File: src/rtl/fetch_queue_if.sv
// Fetch-to-decode queue bundle: fetch push side, decode pop side, flush and occupancy.
// Latency: none, wiring only. Backpressure: f_ready from the queue, d_ready from decode.
// Modports: master = fetch/decode environment, slave = the queue itself.
interface fetch_queue_if #(
    parameter int DATA_W = 32,
    parameter int DEPTH  = 4
);
    localparam int CNT_W = $clog2(DEPTH + 1);

    logic              flush;
    logic              f_valid;
    logic [DATA_W-1:0] f_pc;
    logic [DATA_W-1:0] f_inst;
    logic              f_ready;
    logic              d_ready;
    logic              d_valid;
    logic [DATA_W-1:0] d_pc;
    logic [DATA_W-1:0] d_inst;
    logic [CNT_W-1:0]  count;

    modport master (
        output flush, f_valid, f_pc, f_inst, d_ready,
        input  f_ready, d_valid, d_pc, d_inst, count
    );

    modport slave (
        input  flush, f_valid, f_pc, f_inst, d_ready,
        output f_ready, d_valid, d_pc, d_inst, count
    );
endinterface

File: src/rtl/fetch_queue.sv
// First-word-fall-through fetch queue between fetch and decode; flush drops all entries.
// Latency: 1 cycle push to head (0 with FETCH_QUEUE_BYPASS_EN defined and queue empty).
// Backpressure: f_ready = (count < DEPTH) from registered state only; no push while full.
module fetch_queue #(
    parameter int DATA_W = 32,
    parameter int DEPTH  = 4
) (
    input  logic          f_clk,
    input  logic          rst,
    fetch_queue_if.slave  q
);
    localparam int PTR_W = $clog2(DEPTH);
    localparam int CNT_W = $clog2(DEPTH + 1);

    logic [DATA_W-1:0] pc_mem   [DEPTH];
    logic [DATA_W-1:0] inst_mem [DEPTH];
    logic [PTR_W-1:0]  rd_ptr;
    logic [PTR_W-1:0]  wr_ptr;
    logic [CNT_W-1:0]  cnt;

    logic empty;
    logic byp;
    logic push;
    logic pop;

    assign empty = (cnt == '0);

`ifdef FETCH_QUEUE_BYPASS_EN
    // An empty queue hands the fetched entry straight to decode when decode takes it now.
    assign byp = empty && q.f_valid && q.d_ready && !q.flush;
`else
    assign byp = 1'b0;
`endif

    assign q.f_ready = (cnt < CNT_W'(DEPTH));
    assign push      = q.f_valid && q.f_ready && !q.flush && !byp;
    assign pop       = !empty && q.d_ready && !q.flush;
    assign q.count   = cnt;

    always_comb begin
        q.d_valid = 1'b0;
        q.d_pc    = '0;
        q.d_inst  = '0;
        if (!empty) begin
            q.d_valid = 1'b1;
            q.d_pc    = pc_mem[rd_ptr];
            q.d_inst  = inst_mem[rd_ptr];
        end else if (byp) begin
            q.d_valid = 1'b1;
            q.d_pc    = q.f_pc;
            q.d_inst  = q.f_inst;
        end
    end

    // Storage is deliberately not reset; cnt gates every read of it.
    always_ff @(posedge f_clk) begin
        if (push) begin
            pc_mem[wr_ptr]   <= q.f_pc;
            inst_mem[wr_ptr] <= q.f_inst;
        end
    end

    always_ff @(posedge f_clk or posedge rst) begin
        if (rst) begin
            rd_ptr <= '0;
            wr_ptr <= '0;
            cnt    <= '0;
        end else if (q.flush) begin
            rd_ptr <= '0;
            wr_ptr <= '0;
            cnt    <= '0;
        end else begin
            if (push) wr_ptr <= wr_ptr + PTR_W'(1);
            if (pop)  rd_ptr <= rd_ptr + PTR_W'(1);
            case ({push, pop})
                2'b10:   cnt <= cnt + CNT_W'(1);
                2'b01:   cnt <= cnt - CNT_W'(1);
                default: cnt <= cnt;
            endcase
        end
    end
endmodule

File: src/flat_wrapper.sv
// flat-port wrapper written by rule: the top's interface ports become plain ports
module fetch_queue_flat 
#(
    parameter int DATA_W = 32,
    parameter int DEPTH  = 4
)
  (f_clk, rst, q_flush, q_f_valid, q_f_pc, q_f_inst, q_d_ready, q_f_ready, q_d_valid, q_d_pc, q_d_inst, q_count);
  fetch_queue_if #(.DATA_W(DATA_W), .DEPTH(DEPTH)) q_i ();
  input  logic f_clk;
  input  logic rst;
  input wire logic [$bits(q_i.flush)-1:0] q_flush;
  input wire logic [$bits(q_i.f_valid)-1:0] q_f_valid;
  input wire logic [$bits(q_i.f_pc)-1:0] q_f_pc;
  input wire logic [$bits(q_i.f_inst)-1:0] q_f_inst;
  input wire logic [$bits(q_i.d_ready)-1:0] q_d_ready;
  output wire logic [$bits(q_i.f_ready)-1:0] q_f_ready;
  output wire logic [$bits(q_i.d_valid)-1:0] q_d_valid;
  output wire logic [$bits(q_i.d_pc)-1:0] q_d_pc;
  output wire logic [$bits(q_i.d_inst)-1:0] q_d_inst;
  output wire logic [$bits(q_i.count)-1:0] q_count;
  assign q_i.flush = q_flush;
  assign q_i.f_valid = q_f_valid;
  assign q_i.f_pc = q_f_pc;
  assign q_i.f_inst = q_f_inst;
  assign q_i.d_ready = q_d_ready;
  assign q_f_ready = q_i.f_ready;
  assign q_d_valid = q_i.d_valid;
  assign q_d_pc = q_i.d_pc;
  assign q_d_inst = q_i.d_inst;
  assign q_count = q_i.count;
  fetch_queue #(.DATA_W(DATA_W), .DEPTH(DEPTH)) u_core (.f_clk(f_clk), .rst(rst), .q(q_i));
endmodule
File: config.mk
export PLATFORM = sky130hd
export DESIGN_NAME = fetch_queue_flat
export DESIGN_NICKNAME = d
export VERILOG_FILES = /design/src/rtl/fetch_queue_if.sv /design/src/rtl/fetch_queue.sv /design/src/flat_wrapper.sv
export SDC_FILE = /design/constraint.sdc
export NUM_CORES = 1
export LEC_CHECK = 0
export ABC_CLOCK_PERIOD_IN_PS = 3200
export CELL_PAD_IN_SITES_DETAIL_PLACEMENT = 2
export CELL_PAD_IN_SITES_GLOBAL_PLACEMENT = 2
export CORE_MARGIN = 2
export CORE_UTILIZATION = 42
export DETAILED_ROUTE_END_ITERATION = 10
export PLACE_DENSITY_LB_ADDON = 0.15
export SYNTH_ARGS = -nofsm -noshare
export SYNTH_HDL_FRONTEND = slang
export SYNTH_SLANG_ARGS = --single-unit
File: constraint.sdc
create_clock -name f_clk -period 3.2 [get_ports f_clk]
set_input_delay 0.48 -clock f_clk [delete_from_list [all_inputs] [get_ports f_clk]]
set_output_delay 0.48 -clock f_clk [all_outputs]
set_load 0.01 [all_outputs]
# --- After elaboration in Yosys (flattened, before gate mapping) ---
# Memory sizes are Yosys's and may differ from the RTL's.
# Cells that the tools add are included.
classes:
  addsub: 4
  multipliers: 0
  div: 0
  order_cmp: 1
  eq_ne: 2
  shifts: 0
  muxes: 11
  bitwise: 0
  reduce_logical: 10
op_table:
  columns: ["cell", "count"]
  rows:
  - ["two-way mux 32 bit", 2]
  - ["two-way mux 2 bit", 4]
  - ["one-hot mux 3 bit (2 select lines)", 1]
  - ["adder 2 x 1 -> 2 bit, second input constant", 2]
  - ["logical AND 1 bit", 4]
  - ["nonzero test 2 bit", 2]
  - ["adder 3 x 1 -> 3 bit, second input constant", 1]
  - ["zero test 3 bit", 1]
  - ["< comparator 3 bit, second input constant", 1]
  - ["two-way mux 1 bit", 3]
  - ["two-way mux 3 bit", 1]
  - ["nonzero test 3 bit", 1]
  - ["subtractor 3 x 1 -> 3 bit, second input constant", 1]
  - ["== test 2 x 1 -> 1 bit, second input constant", 1]
  - ["== test 2 bit, second input constant", 1]
  - ["zero test 1 bit", 2]
totals:
  ff_bits: 7
  latch_bits: 0
  ram_bits: 256
  mem_bits_ro: 0
  in_bits: 69
  wordCells: 33
  memories: 2
mem_list:
  columns: ["memory", "words", "word_bits", "rd", "rd_clocked_by_memory_dff", "wr", "line_no", "text"]
  rows:
  - ["u_core.inst_mem", 4, 32, 1, 0, 1, "fetch_queue.sv:16", "logic [DATA_W-1:0] inst_mem [DEPTH];"]
  - ["u_core.pc_mem", 4, 32, 1, 0, 1, "fetch_queue.sv:15", "logic [DATA_W-1:0] pc_mem [DEPTH];"]

# --- Logic depth before layout (Yosys ltp) ---
# Gate-level depths: netlist of the first run.
depth:
  ltp_word: 7
  mapped_depth: 10

# --- Least setup slack after synthesis of the first run ---
# Ideal clock, no wire load.
synth_path:
  path_kind: "register -> register"
  from: "register u_core.cnt[2], in the netlist u_core.q.count[2]"
  to: "memory u_core.inst_mem[0][0] (enable)"
  t_arrival_ns: 2.359
  required_time_ns: 2.771
  path_slack_ns: 0.412
  stages_incl_launch_ff: 4
  path_buffers: 0
  synth_period_minus_slack_ns: 2.788
  cell_sequence: "dfrtp_1 > nand2b_1 > nor2_1 > and2_1"
synth_via:
  elab_chain_cells: 5
synth_lines:
  columns: ["element", "line_no", "text"]
  rows:
  - ["from (decl)", "fetch_queue.sv:19", "logic [CNT_W-1:0] cnt;"]
  - ["from (signal assigned)", "fetch_queue.sv:76", "2'b10: cnt <= cnt + CNT_W'(1);"]
  - ["from (signal assigned)", "fetch_queue.sv:77", "2'b01: cnt <= cnt - CNT_W'(1);"]
  - ["from (signal assigned)", "fetch_queue.sv:78", "default: cnt <= cnt;"]
  - ["< comparator 3 bit", "fetch_queue.sv:35", "assign q.f_ready = (cnt < CNT_W'(DEPTH));"]
  - ["logical AND 1 bit (2 in a row)", "fetch_queue.sv:36", "assign push = q.f_valid && q.f_ready && !q.flush && !byp;"]
  - ["two-way mux 1 bit", "fetch_queue.sv:57", "if (push) begin"]
  - ["two-way mux 1 bit (implied by the code)", "fetch_queue.sv:59", "inst_mem[wr_ptr] <= q.f_inst;"]
  - ["to (decl)", "fetch_queue.sv:16", null]
# Every way passes these cells.

# --- Worst setup path after layout of the first run ---
layout_path:
  from: "register u_core.rd_ptr[1]"
  to: "output q_d_inst[6]"
layout_via:
  elab_chain_cells: 2
layout_lines:
  columns: ["element", "line_no", "text"]
  rows:
  - ["from (decl)", "fetch_queue.sv:17", "logic [PTR_W-1:0] rd_ptr;"]
  - ["from (signal assigned)", "fetch_queue.sv:74", "if (pop) rd_ptr <= rd_ptr + PTR_W'(1);"]
  - ["memory (4 x 32 bit)", null, null]
  - ["two-way mux 32 bit", "fetch_queue.sv:44", "if (!empty) begin"]
  - ["to (decl)", "flat_wrapper.sv:19", "output wire logic [$bits(q_i.d_inst)-1:0] q_d_inst;"]
# Every way passes these cells.

==> impl_results.md, run 1 <==
- Initial antenna violation count: 0
- Vias in the first global route: 5890
- Largest net degree at the start of global routing: 68
- Endpoints failing setup: 0
- Setup crit start kind: flip-flop
- Critical path's slowest cell: dfrtp_4
- Post-route ant nets: 0
- Die Width: 160 µm
- Non-Filler Instances: 974
- Clock H-tree levels: 1
- Leakage power: 4.18 nW
- CP max stage delay: 0.70 ns
- Cells after synthesis: 467
- Die height: 160 µm
- FF+latch count, synth: between 200 and 300
- Synth Cell Area: around 10000 µm²
- Placed insts: between 900 and 1000
- Crit path time final: around 3 ns
- DP HPWL: ~15 mm
- Min-Delay Path Class: in -> async
- Mean Syn Cell Area: 21.8 µm²
- Worst-path cell chain: buf_4 -> mux4_2 -> and2_1 -> clkdlybuf4s50_1
- Final GP Congestion: 0.710
- Vias after detailed routing: 5094
- Commonest non-fill, non-tap cell in the layout: edfxtp_1
- Drt pass-1 iters: 4
- Worst EP required: 2.72 ns
- Synth Warn #: 0
- Crit path DAT: ~2.6 ns
- F_max: 329 MHz
- Sequential area share after synthesis: 77.3%
- Die area: 25500 µm²
- Pre-CTS setup slack: around 0.57 ns
- Clk sink count: approximately 260
- RSZ-0062 raised after global routing: false
- Maxcap violations: 0
- Area Overhead vs Synth: 28.4%
- Setup Crit Path Kind: reg -> out
- GRT Residual Overflow: 0
- Status: finished clean
- WL final: 24.0 mm
- Clock transition at path regs: about 0.060 ns
- Worst VDD drop: 0.000761 V
- DR iter-0 viols: 272
- PortBufs: 137
- Final Power: 8.46 mW
- Nets: 707
- Slew HR: 68.0%
- Final Cycle Share: roughly 95%
- Num rows: 56
- Number of buffers created by CTS: 28
- Netlist cell types: 26
- Endpoints failing hold: 0
- Max Root-Sink Buffers: 3
- Worst Skew: ~0.016 ns
- Worst-skew pair later-pin latency: roughly 0.54 ns
- Power per cell area: around 650 nW/µm²
- DRC: 0
- Root buf cell: clkbuf_16
- Worst-margin pin slew: 0.480 ns
- Total negative slack: 0 ns
- Fraction of layout cells with a size suffix above 1: 20.5%
- Placeable Area: 23600 µm²
- Avg WL per Cell: 24.6 µm
- Post-synth net total: 541
- Final Slew Violations: 0
- Worst-path fanout max: 24
- Most frequent cells in the layout: edfxtp_1, clkdlybuf4s50_1, mux4_2, and2_1, clkbuf_16
- CTS tree: done
- First-pass GRT wire length: approximately 36 mm
- Global Route Usage Sum: 18.8%
- # IOs: about 140
- Critical Path Sink Type: output pin
- Worst hold slack: 0.248 ns
- Final setup margin: 0.156 ns
- Starting Density: 43.1%
- Vias per std cell: 5.23
- # diodes: 0
==> layout make-up <==
class                           count  area (µm²)
Timing Repair Buffer              159        1690
Multi-Input combinational cell    177        2170
Tap cell                          319         399
Fill cell                        1981       10500
Inverter                            4        15.0
Clock buffer                       40         787
Sequential cell                   263        7870
Clock inverter                     12         136
==> kinds of logic (layout without fill, tap and decap cells) <==
group                      Yosys count  count (layout)  synth area share (%)
DFF                                263             263                  77.3
and+or+nand+nor                     90              91                  5.21
muxes                               65              65                  14.3
buffers and inverters               28             215                  1.57
AOI/OAI and AO/OA                   12              12                 0.652
adders and majority gates            5               5                 0.689
xor gates and xnor gates             4               4                 0.344
==> sequential cells by signal, indices dropped and copies added, names as in the netlist <==
signal and flops:
u_core.rd_ptr 2, u_core.wr_ptr 2, u_core.pc_mem 128, u_core.q.count 3, u_core.inst_mem 128
==> synthesized netlist by cell type (all sizes together) <==
cell / count / area (µm²)
a21o: 1 / 7.51
a21oi: 5 / 25.0
a221oi: 1 / 8.76
and2: 68 / 425
buf: 15 / 111
clkbuf: 9 / 33.8
dfrtp: 7 / 175
edfxtp: 256 / 7690
fa: 1 / 20.0
ha: 4 / 50.1
inv: 4 / 15.0
mux2i: 1 / 10.0
mux4: 64 / 1440
nand2: 8 / 30.0
nand2b: 2 / 12.5
nand3: 3 / 15.0
nor2: 5 / 18.8
nor2b: 1 / 6.26
nor3: 1 / 5.00
nor4: 1 / 6.26
o21ai: 5 / 25.0
or3: 1 / 11.3
xnor2: 1 / 8.76
xor2: 3 / 26.3
==> path summary, 6_finish.rpt <==
kind	startpoint	to	slack (ns)	depth (start not counted)
setup reg to reg	u_core.q.count[1]	u_core.q.count[2]	0.71	8
min in group f_clk	q_f_pc[10]	u_core.pc_mem[3][10]	0.57	1
hold reg to reg	u_core.wr_ptr[0]	u_core.wr_ptr[0]	0.58	2
hold / removal	rst	u_core.rd_ptr[1]	0.25	2
setup / recovery	u_core.rd_ptr[1]	q_d_inst[6]	0.16	4
max in group asynchronous	rst	u_core.rd_ptr[0]	2.68	2
==> power by group <==
part / switching, mW / total, mW / leakage (nW) / internal [mW]
Clock: 1.30 / 3.25 / 0.445 / 1.95
Sequential: 0.0561 / 3.94 / 2.41 / 3.89
Combinational: 0.565 / 1.27 / 1.32 / 0.704
==> repair_timing <==
item,4_1_cts,5_1_grt
setup endpoints to repair,4,38
setup buffers,3,0
hold buffers,0,0
pin swaps,0,1
resized for setup,0,1
gates cloned,0,1
==> metrics by stage <==
stage | util [%] | area (µm²)
2_1_floorplan | - | 10200
3_3_place_gp | 51.3 | 12100
3_5_place_dp | 51.3 | 12100
4_1_cts | 55.3 | 13100
5_1_grt | 55.3 | 13100
6_report | 55.3 | 13100
==> worst max-delay path: cells and delay by family, from the launching register on <==
family / cells / cell delay [ns]
flip-flops: 1 / 0.70
AND/OR/NAND/NOR: 1 / 0.18
buffers and inverters: 2 / 0.81
multiplexers: 1 / 0.34
==> routing by layer <==
metal  up-vias  track usage [%]  part of all wire, %
met2       137             34.0                   52
li1       2221                -                    -
met1      2703             23.3                   41
met5         -                0                    0
met3        33             3.82                  4.7
met4         0             4.17                  2.0
(Power assumes the default switching activity.)
==> run 2, diff against run 1 <==
--- a/config.mk
+++ b/config.mk
@@ -11,7 +11,9 @@
 export CORE_MARGIN = 2
 export CORE_UTILIZATION = 42
 export DETAILED_ROUTE_END_ITERATION = 10
+export GPL_TIMING_DRIVEN = 0
 export PLACE_DENSITY_LB_ADDON = 0.15
+export RECOVER_POWER = 100
 export SYNTH_ARGS = -nofsm -noshare
 export SYNTH_HDL_FRONTEND = slang
 export SYNTH_SLANG_ARGS = --single-unit
==> impl_results.md, run 2 (same netlist as run 1, synthesis figures left out) <==
- Worst VDD drop: 0.000424 V
- Footprint of the multi-input gates: 2160 µm²
- Status: finished, violations left
- Area Overhead vs Synth: 25.9%
- Critical Path Sink Type: output pin
- Endpoints failing setup: 0
- Die height: roughly 160 µm
- Max Root-Sink Buffers: 3
- Worst-margin pin slew: 1.52 ns
- # IOs: 138
- Fraction of layout cells with a size suffix above 1: a little under a fifth
- Initial antenna violation count: 2
- Vias after detailed routing: 5041
- Root buf cell: clkbuf_16
- Placeable Area: around 24000 µm²
- Crit path time final: 3.07 ns
- CTS tree: done
- Commonest non-fill, non-tap cell in the layout: edfxtp_1
- Worst EP required: ~2.7 ns
- Worst Skew: 0.0216 ns
- Final Cell Area: 12800 µm²
- DP HPWL: 14.5 mm
- Setup crit start kind: flip-flop
- Endpoints failing hold: 0
- Dpl cell area: 12000 µm²
- Post-route ant nets: 0
- Global Route Usage Sum: 18.2%
- WL final: 22.8 mm
- Worst-path fanout max: 13
- DR iter-0 viols: around 280
- Final Slew Violations: 24
- Clk sink count: between 200 and 300
- Min-Delay Path Class: in -> reg
- Avg WL per Cell: between 20 and 25 µm
- Final GP Congestion: 0.711
- Vias in the first global route: 5878
- Post-CTS Setup Repair Bufs: 0
- GRT Residual Overflow: 0
- First-pass GRT wire length: 35.6 mm
- Hold-fix buffers, CTS: 0
- Worst-skew pair later-pin latency: 0.54 ns
- Starting Density: 43.1%
- Leakage power: approximately 4 nW
- DRC: 0
- Clock H-tree levels: 1
- Final Cycle Share: 96.0%
- Nets: 709
- Filler instances: roughly 2000
- Maxcap violations: 1
- Failing checks: capacitance limit, slew limit
- Vias per std cell: a little over 5
- Util after Layout: 54.2%
- Setup Crit Path Kind: reg -> out
- Num rows: 56
- Slew HR: -1.53%
- Most frequent cells in the layout: edfxtp_1, dlygate4sd3_1, mux4_2
- F_max: about 330 MHz
- PortBufs: 136
- Die Width: 160 µm
- Die area: 25500 µm²
- Crit path DAT: 2.59 ns
- Reg area: 7860 µm²
- Largest net degree at the start of global routing: 42
- Power per cell area: 628 nW/µm²
- Clock transition at path regs: 0.06 ns
- Number of buffers created by CTS: 27
- RSZ-0062 raised after global routing: false
- Drt pass-1 iters: 4
## run 2: changes by cell type in the layout (fill, tap and decap cells not counted), moves of 4 or more
cell             before  now
clkbuf_1              9   15
buf_2                 0    7
and2_0                0   46
clkbuf_4              0    5
and2_1               64   19
buf_4                10    2
clkdlybuf4s50_1     137   61
buf_6                 0    5
and2_4                4    0
clkinv_1              3    7
dlygate4sd3_1         0   75
buf_12               12    0
## run 2: metrics by stage
step | setup WS, ns | power [mW] | instances | hold WS [ns] | TNS [ns]
5_1_grt | 0.0135 | 8.35 | 975 | 0.360 | 0
4_1_cts | 0.0827 | 8.21 | 975 | 0.263 | 0
2_1_floorplan | 0.412 | 4.63 | 467 | 0.283 | 0
3_3_place_gp | -1.59 | 5.24 | 922 | 0.555 | -405.68
3_5_place_dp | 0.377 | 5.28 | 926 | 0.590 | 0
6_report | 0.129 | 8.05 | 976 | 0.332 | 0
## run 2: path summary, 6_finish.rpt
path / slack (ns) / cells past startpoint / end / start
max: 0.13 / 5 / q_d_inst[3] / u_core.q.count[0]
min: 0.33 / 2 / u_core.rd_ptr[1] / q_flush
max reg2reg: 0.34 / 4 / u_core.inst_mem[1][7] / u_core.q.count[2]
min reg2reg: 0.59 / 2 / u_core.wr_ptr[0] / u_core.wr_ptr[0]
max in group asynchronous: 2.55 / 2 / u_core.wr_ptr[1] / rst
min in group asynchronous: 0.40 / 2 / u_core.rd_ptr[1] / rst
## run 2: area by class of cell
type | count | share of cell area (%)
diodes | 1 | 0.0195
plain buffers | 23 | 1.17
clock buffers | 38 | 5.68
clock inverters | 12 | 0.645
inverters | 4 | 0.117
multi-input cells | 176 | 16.8
flip-flops and latches | 263 | 61.4
well taps | 319 | 3.12
repair buffers | 140 | 11.0
## run 2: metal layers
| metal | vias to the layer above | share of wire, % | wire length, µm | GRT usage [%] |
|---|---|---|---|---|
| met1 | 2663 | 42 | 9670 | 23.7 |
| met2 | 123 | 51 | 11700 | 32.0 |
| li1 | 2220 | - | - | - |
| met4 | 2 | 1.8 | 418 | 3.76 |
| met3 | 33 | 4.4 | 1010 | 3.74 |
| met5 | - | 0.031 | 7 | 0 |
## run 2: worst max-delay path, cell delays in order, from the launching register on
cell and delay [ns]:
dfrtp_1 0.40, buf_2 0.18, or3_4 0.49, clkbuf_1 0.28, and2_0 0.22, clkdlybuf4s50_1 0.48
## run 2: what timing repair did
action,CTS,global route
setup endpoints to repair,30,8
resized for setup,5,2
pin swaps,0,0
gates cloned,0,0
## run 2: power by group
part | total [mW] | internal, mW | leakage, nW | switching (mW)
Combinational | 1.22 | 0.654 | 1.28 | 0.569
Sequential | 3.92 | 3.89 | 2.42 | 0.0343
Clock | 2.90 | 1.66 | 0.389 | 1.25
Total | 8.05 | 6.20 | 4.09 | 1.85
==> run 3, diff against run 2 <==
--- a/config.mk
+++ b/config.mk
@@ -8,10 +8,12 @@
 export ABC_CLOCK_PERIOD_IN_PS = 3200
 export CELL_PAD_IN_SITES_DETAIL_PLACEMENT = 2
 export CELL_PAD_IN_SITES_GLOBAL_PLACEMENT = 2
+export CORE_ASPECT_RATIO = 2
 export CORE_MARGIN = 2
 export CORE_UTILIZATION = 42
 export DETAILED_ROUTE_END_ITERATION = 10
 export GPL_TIMING_DRIVEN = 0
+export MAX_ROUTING_LAYER = met4
 export PLACE_DENSITY_LB_ADDON = 0.15
 export RECOVER_POWER = 100
 export SYNTH_ARGS = -nofsm -noshare
==> impl_results.md, run 3 (same netlist as run 1, synthesis figures left out) <==
- Final setup margin: 0.115 ns
- Leakage power: between 4 and 5 nW
- Area Overhead vs Synth: 26.5%
- Setup crit start kind: flip-flop
- Initial antenna violation count: 5
- Die height: 224 µm
- Final Cell Area: ~13000 µm²
- Final GP Congestion: 0.706
- Vias in the first global route: 6040
- Clock share of power: a little under two fifths
- Clock H-tree levels: 1
- RSZ-0062 raised after global routing: false
- Nets: 706
- Endpoints failing hold: 0
- Commonest non-fill, non-tap cell in the layout: edfxtp_1
- Hold-fix buffers, CTS: 0
- Total negative slack: 0 ns
- Post-CTS Setup Repair Bufs: 0
- Endpoints failing setup: 0
- Max Root-Sink Buffers: 3
- Worst VDD drop: 0.000532 V
- Vias per std cell: 5.32
- Fraction of layout cells with a size suffix above 1: 19.7%
- Clock transition at path regs: 0.07 ns
- Util after Layout: 54.0%
- Status: finished clean
- Worst-path cell chain: clkbuf_1 -> or3_4 -> clkbuf_2 -> and2_1 -> clkdlybuf4s50_1
- Crit path time final: roughly 3.1 ns
- Worst-margin pin slew: about 1.5 ns
- Critical path's slowest cell: or3_4
- Clk sink count: 263
- Non-Filler Instances: 940
- Number of buffers created by CTS: 24
- CP max stage delay: 0.51 ns
- Comb power frac: 15.1%
- Seq pwr share: 47.5%
- DRC: 0
- Crit path DAT: 2.61 ns
- Vias after detailed routing: 5001
- Min-Delay Path Class: in -> async
- GRT Residual Overflow: 0
- Maxcap violations: 0
- Most frequent cells in the layout: edfxtp_1, dlygate4sd3_1, mux4_2
- Critical Path Sink Type: output pin
- Placed insts: 894
- WL final: 23.4 mm
- Worst EP required: roughly 2.7 ns
- Pre-CTS setup slack: between 0.3 and 0.4 ns
- DR iter-0 viols: 262
- Die Width: 114 µm
- Global Route Usage Sum: 19.6%
- Worst-path fanout max: 13
- First-pass GRT wire length: 36.1 mm
- Filler instances: 2064
- Dpl cell area: approximately 12000 µm²
- Starting Density: around 43%
- Final Cycle Share: a little over nine tenths
- Resize count post-CTS: 6
- Drt pass-1 iters: 4
- Num rows: 80
- # IOs: 138
- DP HPWL: ~15 mm
- Post-route ant nets: 0
- Root buf cell: clkbuf_16
- Worst Skew: 0.0101 ns
- Worst-skew pair later-pin latency: 0.52 ns
- CTS tree: done
- Die area: 25600 µm²
- Avg WL per Cell: 24.9 µm
- Largest net degree at the start of global routing: 42
- PortBufs: 136
- Slew HR: 0.463%
- Placeable Area: between 20000 and 25000 µm²
- Pint: 6.38 mW
- Final Slew Violations: 0
- Setup Crit Path Kind: reg -> out
- Switching share of power: 22.7%
- Power per cell area: 641 nW/µm²
- F_max: roughly 320 MHz
- Total net switching power: 1.87 mW
run 3: cell types whose count changed in the layout (fill, tap and decap cells not counted), moves of 3 or more:
cell	delta
clkbuf_1	-9
clkinv_2	+4
clkbuf_2	+3
buf_2	-3
and2_2	-3
diode_2	+3
and2_0	-9
bufinv_16	+4
buf_16	+3
clkinv_1	-5
and2_1	+12
run 3: cell type report:
cell class	instances	area, µm²	share of cell area, %
Antenna cell	4	10.0	0.0777
Buffer	23	158	1.22
Clock buffer	27	633	4.92
Clock inverter	16	211	1.64
Inverter	4	15.0	0.117
Multi-Input combinational cell	176	2150	16.7
Sequential cell	263	7860	61.1
Tap cell	287	359	2.79
Timing Repair Buffer	140	1470	11.4
run 3: metal layers:
metal  up-vias  wire length [µm]  global-route usage (%)
met3        28               896                    3.17
met5         -                 0                       -
met2       114             13700                    37.0
met1      2650              8440                    21.2
met4         0               375                    4.76
li1       2209                 -                       -
run 3: power by group through the flow:
| stage | clock network (mW) | registers (mW) | logic, mW |
|---|---|---|---|
| 2_1_floorplan | 0 | 3.99 | 0.647 |
| 3_3_place_gp | 0 | 3.99 | 1.25 |
| 3_5_place_dp | 0 | 4.00 | 1.30 |
| 4_1_cts | 3.17 | 3.92 | 1.31 |
| 5_1_grt | 3.27 | 3.93 | 1.35 |
| 6_report | 3.09 | 3.92 | 1.24 |
run 3: path summary, 6_finish.rpt:
kind                                         from                      to  slack [ns]  cells after the start
worst max-delay path            u_core.q.count[0]            q_d_inst[11]        0.11                      5
worst min-delay path                          rst        u_core.rd_ptr[1]        0.34                      2
worst max register to register  u_core.q.count[2]  u_core.inst_mem[1][26]        0.39                      4
worst min register to register   u_core.wr_ptr[0]        u_core.wr_ptr[0]        0.59                      2
max in group asynchronous                     rst        u_core.rd_ptr[0]        2.61                      2
min in group f_clk                        q_flush        u_core.wr_ptr[0]        0.38                      2
run 3: through the flow:
step | power (mW) | hold slack [ns]
final | 8.25 | 0.340
after floorplan | 4.63 | 0.283
after CTS | 8.40 | 0.193
after global placement | 5.24 | 0.557
after global routing | 8.55 | 0.347
after detailed placement | 5.30 | 0.576
run 3: critical path: cells and delay by family (launching register included):
family | cells | cell delay (ns)
flops | 1 | 0.42
simple gates | 2 | 0.72
buf+inv | 3 | 0.93
